`config.mk`:
```
export PLATFORM = sky130hd
export DESIGN_NAME = pipe_stage
export DESIGN_NICKNAME = d
export VERILOG_FILES = /design/src/rtl/pipe_stage.sv
export SDC_FILE = /design/constraint.sdc
export NUM_CORES = 1
export LEC_CHECK = 0
export CAP_MARGIN = 20
export CORE_MARGIN = 1.5
export CORE_UTILIZATION = 30
export CTS_BUF_LIST = sky130_fd_sc_hd__clkbuf_8 sky130_fd_sc_hd__clkbuf_16
export CTS_CLUSTER_DIAMETER = 80
export DETAILED_ROUTE_END_ITERATION = 8
export DONT_BUFFER_PORTS = 1
export PLACE_DENSITY_LB_ADDON = 0.05
export SYNTH_ARGS = -nofsm -noshare
export SYNTH_HDL_FRONTEND = slang
export SYNTH_SLANG_ARGS = --single-unit
export TNS_END_PERCENT = 100
```
`constraint.sdc`:
```
create_clock -name clk -period 7.5 [get_ports clk]
set_clock_uncertainty 0.15 [all_clocks]
set_input_delay 0.375 -clock clk [delete_from_list [all_inputs] [get_ports clk]]
set_output_delay 0.375 -clock clk [all_outputs]
set_load 0.005 [all_outputs]
```
`src/rtl/pipe_stage.sv`:
```
// ---------------------------------------------------------------------------
// pipe_stage
//
// Purpose:
//   A valid/ready pipeline stage that carries one payload word per transfer.
//   It is built either as a two-entry skid buffer or as a single register.
//   The skid buffer registers in_ready, so there is no combinational path
//   from out_ready to in_ready. The single register accepts a new word in
//   the same cycle that its held word leaves, which makes its in_ready
//   combinational. A synchronous flush squashes every held entry. A
//   saturating counter records how many cycles the output was stalled.
//
// Parameters:
//   DATA_W        payload width in bits
//   SKID          1 = two-entry skid buffer, 0 = single register
//   ZERO_ON_FLUSH 1 = flush clears stored data, 0 = flush keeps stored data
//   CNT_W         stall counter width
//
// Ports:
//   clk        sole clock, rising edge
//   reset      asynchronous active-high reset
//   in_valid   upstream offers in_data
//   in_ready   stage can accept (transfer when in_valid && in_ready)
//   in_data    upstream payload
//   flush      synchronous squash of all held entries
//   out_valid  out_data holds a live entry
//   out_ready  downstream accepts (transfer when out_valid && out_ready)
//   out_data   oldest held payload
//   occupancy  number of held entries, 0..2
//   clr_cnt    synchronous clear of stall_cnt
//   stall_cnt  saturating count of cycles with out_valid && !out_ready
// ---------------------------------------------------------------------------
module pipe_stage #(
    parameter int DATA_W        = 97,
    parameter int SKID          = 1,
    parameter int ZERO_ON_FLUSH = 1,
    parameter int CNT_W         = 16
) (
    input  logic              clk,
    input  logic              reset,
    input  logic              in_valid,
    output logic              in_ready,
    input  logic [DATA_W-1:0] in_data,
    input  logic              flush,
    output logic              out_valid,
    input  logic              out_ready,
    output logic [DATA_W-1:0] out_data,
    output logic [1:0]        occupancy,
    input  logic              clr_cnt,
    output logic [CNT_W-1:0]  stall_cnt
);

    // The encoding matches occupancy, so occupancy can be read from the
    // state register directly.
    typedef enum logic [1:0] {
        ST_EMPTY = 2'd0,
        ST_ONE   = 2'd1,
        ST_FULL  = 2'd2
    } state_t;

    state_t             state_q, state_d;
    logic [DATA_W-1:0]  main_q, main_d;
    logic [DATA_W-1:0]  skid_q, skid_d;
    logic [CNT_W-1:0]   cnt_q, cnt_d;

    logic accept;
    logic out_fire;

    assign out_valid = (state_q != ST_EMPTY);
    assign occupancy = state_q;
    assign out_data  = main_q;
    assign stall_cnt = cnt_q;

    // Skid mode decodes in_ready from state alone. Single-register mode may
    // accept while the held word drains, so it looks at out_ready.
    assign in_ready = (SKID != 0) ? (state_q != ST_FULL)
                                  : (!out_valid || out_ready);

    assign accept   = in_valid && in_ready;
    assign out_fire = out_valid && out_ready;

    // Next-state and data path. Flush wins over every transition, and it
    // discards any input transfer in the same cycle. The main register
    // always holds the oldest entry. The skid register holds only the
    // entry that arrived while the downstream was stalled.
    always_comb begin
        state_d = state_q;
        main_d  = main_q;
        skid_d  = skid_q;
        if (flush) begin
            state_d = ST_EMPTY;
            if (ZERO_ON_FLUSH != 0) begin
                main_d = '0;
                skid_d = '0;
            end
        end else begin
            case (state_q)
                ST_EMPTY: begin
                    if (accept) begin
                        state_d = ST_ONE;
                        main_d  = in_data;
                    end
                end
                ST_ONE: begin
                    if (accept && out_fire) begin
                        main_d = in_data;
                    end else if (accept) begin
                        // Single-register mode never accepts here without
                        // out_fire, so this case exists only with a skid
                        // register.
                        if (SKID != 0) begin
                            state_d = ST_FULL;
                            skid_d  = in_data;
                        end
                    end else if (out_fire) begin
                        state_d = ST_EMPTY;
                    end
                end
                ST_FULL: begin
                    if (out_fire) begin
                        state_d = ST_ONE;
                        main_d  = skid_q;
                    end
                end
                default: begin
                    state_d = ST_EMPTY;
                end
            endcase
        end
    end

    // Stall counter. Clear takes priority over increment. The counter holds
    // at all-ones instead of wrapping, and flush does not affect it.
    always_comb begin
        cnt_d = cnt_q;
        if (clr_cnt) begin
            cnt_d = '0;
        end else if (out_valid && !out_ready && (cnt_q != {CNT_W{1'b1}})) begin
            cnt_d = cnt_q + CNT_W'(1);
        end
    end

    // Every stored element returns to empty/zero as soon as reset is
    // asserted, without waiting for a clock edge.
    always_ff @(posedge clk or posedge reset) begin
        if (reset) begin
            state_q <= ST_EMPTY;
            main_q  <= '0;
            skid_q  <= '0;
            cnt_q   <= '0;
        end else begin
            state_q <= state_d;
            main_q  <= main_d;
            skid_q  <= skid_d;
            cnt_q   <= cnt_d;
        end
    end

endmodule
```
==> summary.txt <==
I/O pin count -> 220
Seq/Total Area, Yosys -> 0.554
Worst-Skew Late Latency -> 0.52 ns
Post-CTS Setup Inserts -> 0
syn nets -> 1073
Routed Antenna Nets -> 0
Vias/cell -> 4.84
max-cap violations -> 0
GRT Residual Overflow -> 0
Clock Root Buffer -> clkbuf_16
Crit-path slowest cell -> buf_4
die area -> 33000 sq um
Post-synth EDFFs -> 0
Post-Syn Area -> 9580 sq um
clock sink total -> 212
CTS Buffer Depth -> 3
Fin. Hold Viols -> 0
routability cong. -> 0.701
Final Cell Area -> 11700 sq um
vias in the first global route -> 7233
Hold-fix buffers, CTS -> 102
Clock transition at path regs -> 0.06 ns
global-route wire length before repair -> 43.3 mm
Initial Util -> 0.304
Die Ht -> 182 um
Port Buffers -> 0
Area growth, synth to finish -> 22.0%
Inserted Clock Buffers -> 27
largest net degree at the start of global routing -> 198
core region area -> 31500 sq um
setup TNS -> 0 ns
hpwl dp -> 15.6 mm
DP Area -> 9790 sq um
FP Rows -> 65
First-pass DRT Iterations -> 4
worst-path maximum fanout -> 53
Die X -> 182 um
element type at the critical path end -> output port
placed insts -> 1298
FMAX -> 0.294 GHz
Yosys cell types -> 42
total routed wirelength -> 26.7 mm
cell with the most instances after synthesis -> nand2_1
drt wl/cell -> 18.5 um
crit path kind -> flip-flop to output port
NumNets Final -> 1132
DRT iter0 DRCs -> 369
Cells after Synth -> 969
status -> completed
post-synth top area share -> 0.554
Syn Area/Cell -> 9.89 sq um
H-tree depth -> 1
fin util -> 0.371
Tcrit/Tclk final -> 0.453
# setup viols final -> 0
Yosys top cell by area -> dfrtp_1
CTS tree -> yes
Slew headroom -> 0.314
Slew @ Worst Pin -> 1.03 ns
Post-Layout Cell Count -> 1445
YS warnings -> 0
DP Worst Slack -> 4.39 ns
chain of cells forming the critical path -> nand2b_4 -> buf_4
CP bufs+invs -> 1
worst hold path type -> primary input to flip-flop
RSZ-0062 raised after global routing -> no
Req. time, crit path -> 6.97 ns
n_diodes -> 0
DRC viols -> 0
VDD IR max -> 0.000148 V
initial antenna violation count -> 0
share of cells above drive strength 1 -> 0.0604
CP startpoint kind -> flip-flop
flops & latches, synth -> 212
worst setup margin -> 4.10 ns
via count -> 6993
final count of pins violating max slew -> 0
CP top delay family -> buffers and inverters
commonest cells in the netlist -> 296 x nand2_1, 212 x dfrtp_1, 105 x a21oi_1
Tmin final -> 3.40 ns
ys flop type -> dfrtp_1
leakage power -> 0.00543 uW
asr flop ratio synth -> 1.00
Worst EP arrival -> 2.87 ns
synth top area cells -> dfrtp_1 55%, nand2_1 12%, mux2i_1 10%
Tot GR Track Use -> 0.163
CP max stage delay -> 0.93 ns
Power Density -> 233 nW/um^2
Post-CTS Resized -> 0
==> state kept, by name, indices dropped and copies added (netlist names) <==
register,cells
occupancy,2
stall_cnt,16
skid_q,97
out_data,97
==> layout by cell type, fill, tap and decap left out, types with 2 or more instances in the layout <==
| cell type | instances |
|---|---|
| a211oi_1 | 5 |
| a21oi_1 | 105 |
| a311oi_1 | 2 |
| and3_1 | 3 |
| buf_4 | 9 |
| clkbuf_16 | 27 |
| clkbuf_8 | 11 |
| dfrtp_1 | 212 |
| dlygate4sd3_1 | 101 |
| inv_1 | 9 |
| mux2i_1 | 100 |
| nand2_1 | 296 |
| nand2b_1 | 2 |
| nand3_1 | 6 |
| nand4_1 | 4 |
| nor2_1 | 17 |
| nor3_1 | 2 |
| nor4_2 | 2 |
| o31ai_1 | 98 |
| or2_2 | 2 |
| xnor2_1 | 7 |
==> worst register-to-register path, stage by stage (launching register included) <==
cell	delay [ns]
dfrtp_1	0.58
mux2i_1	0.24
nor2_1	0.09
a211oi_4	0.76
buf_4	0.89
nand2_1	0.19
o31ai_1	0.10
==> metrics by stage <==
| stage | total power, uW | hold WS, ns |
|---|---|---|
| 6_report | 2730 | 0.0426 |
| 5_1_grt | 2870 | 0.0468 |
| 4_1_cts | 2780 | 0.0238 |
| 3_5_place_dp | 1450 | 0.238 |
| 3_3_place_gp | 1450 | 0.242 |
| 2_1_floorplan | 1410 | 0.323 |
==> cells by family (layout without fill, tap and decap cells) <==
family	Yosys count	after routing	share of synthesized area
simple gates	344	344	0.146
compound gates	219	219	0.146
flops	212	212	0.554
mux	100	100	0.104
buf+inv	85	159	0.0410
xor+xnor	8	8	0.00731
fa+ha+maj	1	1	0.00131
==> routing by layer <==
metal  track usage  wire length [um]  vias up  part of all wire
met3        0.0499              1950       28             0.073
met1         0.218             12200     3352              0.46
met5             0                 0        -                 0
met4        0.0337               352        0             0.013
li1              -                 -     3463                 -
met2         0.259             12200      150              0.46
==> final cells by class <==
type	instances	area [sq um]
fillers	3172	19800
flip-flops and latches	212	5310
multi-input cells	672	3900
repair buffers	111	1110
clock buffers	38	827
well taps	402	503
clock inverters	6	22.5
inverters	4	22.5
==> where the power goes <==
| group | switching, uW | internal [uW] | total, uW |
|---|---|---|---|
| logic | 143 | 92.9 | 236 |
| registers | 55.0 | 1210 | 1260 |
| clock network | 479 | 751 | 1230 |
| total | 677 | 2050 | 2730 |
==> final timing paths <==
check	start	end	slack, ns	cells past startpoint
worst min register to register	out_data[27]$_DFFE_PP0P_	out_data[27]$_DFFE_PP0P_	0.35	2
min in group asynchronous	reset	out_data[93]$_DFFE_PP0P_	0.32	2
max in group asynchronous	reset	out_data[40]$_DFFE_PP0P_	5.54	3
worst min-delay path	in_valid	occupancy[0]$_DFFE_PP0P_	0.04	5
worst max register to register	occupancy[1]$_DFFE_PP0P_	out_data[10]$_DFFE_PP0P_	4.41	6
worst max-delay path	occupancy[0]$_DFFE_PP0P_	in_ready	4.10	2
No activity file was read; power rests on OpenSTA's default activity.
